`src/rtl/uart_pkg.sv`:
```
// Shared constants and types for the parametrised UART receive path and its
// companion transmitter.
package uart_pkg;

    localparam int PAR_NONE = 0;
    localparam int PAR_ODD  = 1;
    localparam int PAR_EVEN = 2;

    typedef enum logic [2:0] {
        ST_IDLE      = 3'd0,
        ST_START     = 3'd1,
        ST_DATA      = 3'd2,
        ST_PAR       = 3'd3,
        ST_STOP      = 3'd4,
        ST_WAIT_HIGH = 3'd5
    } rx_state_t;

    // A FIFO entry carries {perr, ferr, data}.
    function automatic int entry_width(input int data_bits);
        return data_bits + 2;
    endfunction

endpackage

```
`src/rtl/uart_rx_fifo_sync_fifo.sv`:
```
// Synchronous FIFO with the head entry held in a register, so rdata changes
// only when an entry is pushed into an empty FIFO or the head is popped.
module sync_fifo #(
    parameter int WIDTH = 10,
    parameter int DEPTH = 4
) (
    input  logic             clk,
    input  logic             rstn,
    input  logic             push,
    input  logic             pop,
    input  logic [WIDTH-1:0] wdata,
    output logic [WIDTH-1:0] rdata,
    output logic             full,
    output logic             empty
);

    localparam int AW = $clog2(DEPTH);

    logic [WIDTH-1:0] mem [DEPTH];
    logic [AW-1:0]    wr_ptr;
    logic [AW-1:0]    rd_ptr;
    logic [AW:0]      count;
    logic             do_push;
    logic             do_pop;

    assign empty   = (count == '0);
    assign full    = (count == (AW+1)'(DEPTH));
    assign do_pop  = pop && !empty;
    // A pop in the same cycle frees the slot, so a push into a full FIFO still lands.
    assign do_push = push && (!full || do_pop);

    always_ff @(posedge clk) begin
        if (do_push) begin
            mem[wr_ptr] <= wdata;
        end
    end

    always_ff @(posedge clk) begin
        if (!rstn) begin
            wr_ptr <= '0;
            rd_ptr <= '0;
            count  <= '0;
            rdata  <= '0;
        end else begin
            if (do_push) begin
                wr_ptr <= wr_ptr + 1'b1;
            end
            if (do_pop) begin
                rd_ptr <= rd_ptr + 1'b1;
            end
            unique case ({do_push, do_pop})
                2'b10:   count <= count + 1'b1;
                2'b01:   count <= count - 1'b1;
                default: count <= count;
            endcase
            if (do_push && (empty || (do_pop && count == (AW+1)'(1)))) begin
                rdata <= wdata;
            end else if (do_pop && count > (AW+1)'(1)) begin
                rdata <= mem[rd_ptr + 1'b1];
            end
        end
    end

endmodule

```
`src/rtl/uart_rx_fifo.sv`:
```
// UART receiver with configurable framing, start-glitch rejection and
// per-frame error flags, feeding a small valid/ready FIFO.
//
// state      | meaning
// IDLE       | line idle, waiting for a low level
// START      | start bit seen, confirming it at mid-bit
// DATA       | sampling data bits mid-bit, LSB first
// PAR        | sampling the parity bit
// STOP       | sampling stop bit(s); pushes the frame on the last one
// WAIT_HIGH  | line held low after a frame; waiting for it to go idle
module uart_rx_fifo
    import uart_pkg::*;
#(
    parameter int CLK_PER_HALF_BIT = 520,
    parameter int DATA_BITS        = 8,
    parameter int PARITY           = 0,
    parameter int STOP_BITS        = 1,
    parameter int FIFO_DEPTH       = 4
) (
    input  logic                 clk,
    input  logic                 rstn,
    input  logic                 rxd,
    output logic [DATA_BITS-1:0] rdata,
    output logic                 rvalid,
    input  logic                 rready,
    output logic                 perr,
    output logic                 ferr,
    output logic                 overrun,
    input  logic                 clr_overrun
);

    localparam int ENTRY_W = entry_width(DATA_BITS);
    localparam int CNT_W   = $clog2(2 * CLK_PER_HALF_BIT);
    localparam logic [CNT_W-1:0] HALF_TC   = CNT_W'(CLK_PER_HALF_BIT - 1);
    localparam logic [CNT_W-1:0] FULL_TC   = CNT_W'(2 * CLK_PER_HALF_BIT - 1);
    localparam logic [3:0]       LAST_DATA = 4'(DATA_BITS - 1);
    localparam logic [3:0]       LAST_STOP = 4'(STOP_BITS - 1);

    rx_state_t            state;
    rx_state_t            next_state;
    logic                 rx_meta;
    logic                 rx_s;
    logic [CNT_W-1:0]     baud_cnt;
    logic [3:0]           bit_idx;
    logic [DATA_BITS-1:0] shreg;
    logic                 perr_q;
    logic                 ferr_q;
    logic                 half_tick;
    logic                 full_tick;
    logic                 par_calc;
    logic                 par_bad;
    logic                 fifo_push;
    logic                 fifo_pop;
    logic                 fifo_full;
    logic                 fifo_empty;
    logic [ENTRY_W-1:0]   fifo_wdata;
    logic [ENTRY_W-1:0]   fifo_rdata;

    always_ff @(posedge clk) begin
        if (!rstn) begin
            rx_meta <= 1'b1;
            rx_s    <= 1'b1;
        end else begin
            rx_meta <= rxd;
            rx_s    <= rx_meta;
        end
    end

    assign half_tick = (baud_cnt == HALF_TC);
    assign full_tick = (baud_cnt == FULL_TC);
    assign par_calc  = (^shreg) ^ rx_s;
    assign par_bad   = (PARITY == PAR_ODD) ? ~par_calc : par_calc;

    always_ff @(posedge clk) begin
        if (!rstn) begin
            state <= ST_IDLE;
        end else begin
            state <= next_state;
        end
    end

    always_comb begin
        next_state = state;
        unique case (state)
            ST_IDLE: begin
                if (!rx_s) next_state = ST_START;
            end
            ST_START: begin
                if (rx_s) begin
                    next_state = ST_IDLE;
                end else if (half_tick) begin
                    next_state = ST_DATA;
                end
            end
            ST_DATA: begin
                if (full_tick && bit_idx == LAST_DATA) begin
                    next_state = (PARITY != PAR_NONE) ? ST_PAR : ST_STOP;
                end
            end
            ST_PAR: begin
                if (full_tick) next_state = ST_STOP;
            end
            ST_STOP: begin
                if (full_tick && bit_idx == LAST_STOP) begin
                    next_state = rx_s ? ST_IDLE : ST_WAIT_HIGH;
                end
            end
            ST_WAIT_HIGH: begin
                if (rx_s) next_state = ST_IDLE;
            end
            default: next_state = ST_IDLE;
        endcase
    end

    always_comb begin
        fifo_push = 1'b0;
        if (state == ST_STOP && full_tick && bit_idx == LAST_STOP) begin
            fifo_push = 1'b1;
        end
    end

    // The final stop sample is folded into ferr combinationally so the push needs no extra cycle.
    assign fifo_wdata = {perr_q, ferr_q | ~rx_s, shreg};

    // bit_idx counts data bits in DATA and stop bits in STOP; both restart on state entry.
    always_ff @(posedge clk) begin
        if (!rstn) begin
            baud_cnt <= '0;
            bit_idx  <= '0;
            shreg    <= '0;
            perr_q   <= 1'b0;
            ferr_q   <= 1'b0;
        end else begin
            if (state != next_state) begin
                baud_cnt <= '0;
                bit_idx  <= '0;
            end else begin
                baud_cnt <= full_tick ? '0 : baud_cnt + 1'b1;
                if (full_tick && (state == ST_DATA || state == ST_STOP)) begin
                    bit_idx <= bit_idx + 1'b1;
                end
            end
            if (state == ST_START) begin
                perr_q <= 1'b0;
                ferr_q <= 1'b0;
            end
            if (state == ST_DATA && full_tick) begin
                shreg <= {rx_s, shreg[DATA_BITS-1:1]};
            end
            if (state == ST_PAR && full_tick) begin
                perr_q <= par_bad;
            end
            if (state == ST_STOP && full_tick && !rx_s) begin
                ferr_q <= 1'b1;
            end
        end
    end

    assign fifo_pop = rvalid && rready;

    sync_fifo #(
        .WIDTH (ENTRY_W),
        .DEPTH (FIFO_DEPTH)
    ) u_fifo (
        .clk   (clk),
        .rstn  (rstn),
        .push  (fifo_push),
        .pop   (fifo_pop),
        .wdata (fifo_wdata),
        .rdata (fifo_rdata),
        .full  (fifo_full),
        .empty (fifo_empty)
    );

    assign rvalid              = !fifo_empty;
    assign {perr, ferr, rdata} = fifo_rdata;

    always_ff @(posedge clk) begin
        if (!rstn) begin
            overrun <= 1'b0;
        end else if (fifo_push && fifo_full && !fifo_pop) begin
            overrun <= 1'b1;
        end else if (clr_overrun) begin
            overrun <= 1'b0;
        end
    end

endmodule

```
`config.mk`:
```
export PLATFORM = sky130hd
export DESIGN_NAME = uart_rx_fifo
export DESIGN_NICKNAME = d
export VERILOG_FILES = /design/src/rtl/uart_pkg.sv /design/src/rtl/uart_rx_fifo_sync_fifo.sv /design/src/rtl/uart_rx_fifo.sv
export SDC_FILE = /design/constraint.sdc
export NUM_CORES = 1
export LEC_CHECK = 0
export ABC_AREA = 0
export BUFFER_PORTS_ARGS = -buffer_cell sky130_fd_sc_hd__buf_2
export CAP_MARGIN = 40
export CORE_MARGIN = 2
export CORE_UTILIZATION = 30
export CTS_CLUSTER_DIAMETER = 50
export CTS_CLUSTER_SIZE = 24
export DETAILED_ROUTE_END_ITERATION = 10
export GPL_ROUTABILITY_DRIVEN = 0
export GPL_TIMING_DRIVEN = 0
export MAX_ROUTING_LAYER = met4
export PLACE_DENSITY_LB_ADDON = 0.05
export REMOVE_ABC_BUFFERS = 1
export SKIP_CTS_REPAIR_TIMING = 1
export SLEW_MARGIN = 30
export SYNTH_ARGS = -nofsm -noshare
export SYNTH_HDL_FRONTEND = slang
export SYNTH_SLANG_ARGS = --single-unit
```
`constraint.sdc`:
```
create_clock -name clk -period 2.4 [get_ports clk]
set_input_delay 0.12 -clock clk [delete_from_list [all_inputs] [get_ports clk]]
set_output_delay 0.12 -clock clk [all_outputs]
set_load 0.05 [all_outputs]
```
==> qor.txt <==
antenna violations before repair -> 0
pwr dens -> 720 nW/um2
Least-Margin Pin Slew -> 0.666 ns
Synth cell types -> 42
critical path endpoint category -> flop
period utilisation layout -> 102%
critical path type -> flop to flop
clk sinks -> 88
Register-to-Register Setup Slack -> -0.05 ns
CTS tree -> yes
CP max stage delay -> 0.37 ns
Finished Core Util -> 37.9%
vias in the first global route -> 2,318
fillers -> 1,284
leakage power -> 1.64 nW
cts bufs inserted -> 9
Rows -> 41
setup violators final -> 13
Nets -> 370
DP Wirelength -> 5130 um
Iter 0 DRT Violations -> 92
GR Overflow Total -> 0
Vias per Instance -> 4.54
Async S/R FF share, synth -> 0%
Clock Latency Late Sink -> 0.34 ns
largest net degree at the start of global routing -> 32
Max rail drop VDD -> 0.287 mV
Routed WL per cell -> 15.9 um
Crit-path slowest cell -> or3b_4
Mapped Cells -> 323
CP Cell Sequence -> inv_4 -> ha_4 -> or3b_4 -> or3_4 -> or3_4 -> and3b_4 -> o2111ai_4 -> clkbuf_16 -> nor2_1
PnR worst setup slack -> -0.0459 ns
Required @ worst endpoint -> 2.64 ns
Placed Cells -> 499
post-synthesis mux area share -> 8.81%
worst-path fanout max -> 7
failing checks -> negative setup slack
Ys Warns -> 0
compound-cell area share of the yosys netlist -> 8.02%
post-synthesis xor/xnor area fraction -> 5.52%
delay-heaviest family, CP -> simple AND/OR/NAND/NOR gates
Arrival @ worst endpoint -> 2.68 ns
Yosys reg bits -> 88
core area -> 12,500 um2
total power -> 0.00341 W
full die area -> 13,600 um2
largest family of logic cells by synthesized area -> simple AND/OR/NAND/NOR gates
Max Cap Viol -> 0
fin cells -> 530
Post-DRT Antenna Nets -> 0
Max Fclk -> 0.409 GHz
Longest Clk Path Bufs -> 2
drt total wl -> 8410 um
H-tree levels -> 3
synthesized cell area -> 3810 um2
Synth Flop Type -> dfxtp_1
Reg clk slew, reported paths -> 0.07 ns
Total Routing Usage GR -> 13.5%
Worst Setup Start Kind -> flop
Adder-Cell Fraction of Synth Area -> 3.94%
initial core utilization -> 30.4%
skew final -> 0.00613 ns
Post-synth EDFFs -> 40
Crit path top cell by count -> or3_4
Final min period -> 2.45 ns
mean area per synthesized cell -> 11.8 um2
Worst slew margin -> 55.6%
DRC Markers -> 0
CP bufs+invs -> 2
max-slew violation total from the final report -> 0
DR pass1 iterations -> 4
antenna cells -> 0
worst min path class -> input port to flop
Die Height -> 117 um
Via Count -> 2,407
RSZ-0062 raised after global routing -> yes
Area growth syn-to-layout -> 24.5%
I/O pin count -> 17
number of port buffers -> 16
outcome -> finished, violations left
final hold violations -> 0
register area share after synthesis -> 56.8%
Simple-Gate Fraction of Synth Area -> 13.9%
Root Buffer -> clkbuf_16
die width -> 117 um
first-pass GRT wire length -> 12,800 um
proportion of layout cells with a drive suffix above 1 -> 27.9%
cells in the mapped netlist (4+ instances only):
cell type,n,area share (%)
xnor2_1,14,3.2
xor2_1,10,2.3
inv_1,12,1.2
dfxtp_1,48,25
nand2_1,12,1.2
nand4_1,5,0.82
mux2i_1,11,2.9
ha_1,12,3.9
nand3_1,5,0.66
nor3_1,11,1.4
nand2b_1,8,1.3
edfxtp_1,40,32
mux4_2,10,5.9
nor2_1,41,4.0
o21ai_0,4,0.53
a21oi_1,17,2.2
a22o_1,8,1.8
clkbuf_1,13,1.3
and2_1,8,1.3
sequential cells by signal, summed over array words and instances, names as in the netlist:
| signal | count |
|---|---|
| bit_idx | 4 |
| state | 3 |
| perr_q | 1 |
| baud_cnt | 11 |
| u_fifo.wr_ptr | 2 |
| u_fifo.rdata | 10 |
| rx_meta | 1 |
| u_fifo.count | 3 |
| shreg | 8 |
| rx_s | 1 |
| overrun | 1 |
| u_fifo.mem | 40 |
| u_fifo.rd_ptr | 2 |
| ferr_q | 1 |
power by group:
group	switching (W)	internal, W
combinational	0.000135	0.000102
sequential	0.0000337	0.00157
clock	0.000603	0.000968
logic make-up (layout without fill, tap and decap cells):
| logic type | after synthesis | count (layout) |
|---|---|---|
| AND/OR/NAND/NOR | 106 | 107 |
| flip-flops | 88 | 88 |
| AO/OA/AOI/OAI | 44 | 44 |
| buffers and inverters | 28 | 62 |
| XOR/XNOR | 24 | 24 |
| multiplexers | 21 | 21 |
| adder cells (fa/ha/maj) | 12 | 12 |
cell type report:
class / count / area [um2] / area share [%]
inverter: 12 / 47.5 / 1.00
clock buffer: 11 / 253 / 5.33
clock inverter: 5 / 78.8 / 1.66
multi-input combinational: 208 / 1730 / 36.5
timing repair buffer: 34 / 248 / 5.22
tap: 172 / 215 / 4.54
sequential: 88 / 2170 / 45.7
layer usage:
metal	vias to the layer above	routed length, um	global-route usage [%]
li1	1215	-	-
met1	1152	3860	16.3
met2	30	4230	22.0
met3	10	174	2.65
met4	0	138	5.65
met5	-	0	-
through the flow:
stage	setup slack, ns	hold WS, ns	instance area (um2)	setup TNS, ns
after floorplan	-0.557	0.193	3740	-7.11
final	-0.0459	0.0128	4740	-0.350
after global placement	-2.32	0.301	4030	-60.56
after global routing	-0.121	0.0234	4740	-1.85
after detailed placement	-0.612	0.307	4070	-31.87
after CTS	-0.638	-0.0525	4400	-32.70
layout by cell type, fill, tap and decap left out, types with 11 or more instances in the layout:
cell / count
dfxtp_1: 46
nand2_1: 12
nor2_1: 33
xnor2_1: 14
edfxtp_1: 40
mux2i_1: 11
a21oi_1: 16
buf_2: 19
worst register-to-register path, stage by stage, from the launching register on:
cell and delay (ns):
dfxtp_4 0.36, inv_4 0.05, ha_4 0.10, or3b_4 0.37
or3_4 0.37, or3_4 0.34, and3b_4 0.20, o2111ai_4 0.26
clkbuf_16 0.24, nor2_1 0.04
worst paths after layout:
kind	end	cells past startpoint	start
max	baud_cnt[6]	9	bit_idx[0]
min	rx_s	2	rstn
max reg2reg	baud_cnt[6]	9	bit_idx[0]
min reg2reg	rx_s	1	rx_meta
Note: power is estimated with default switching activity, not from simulation.
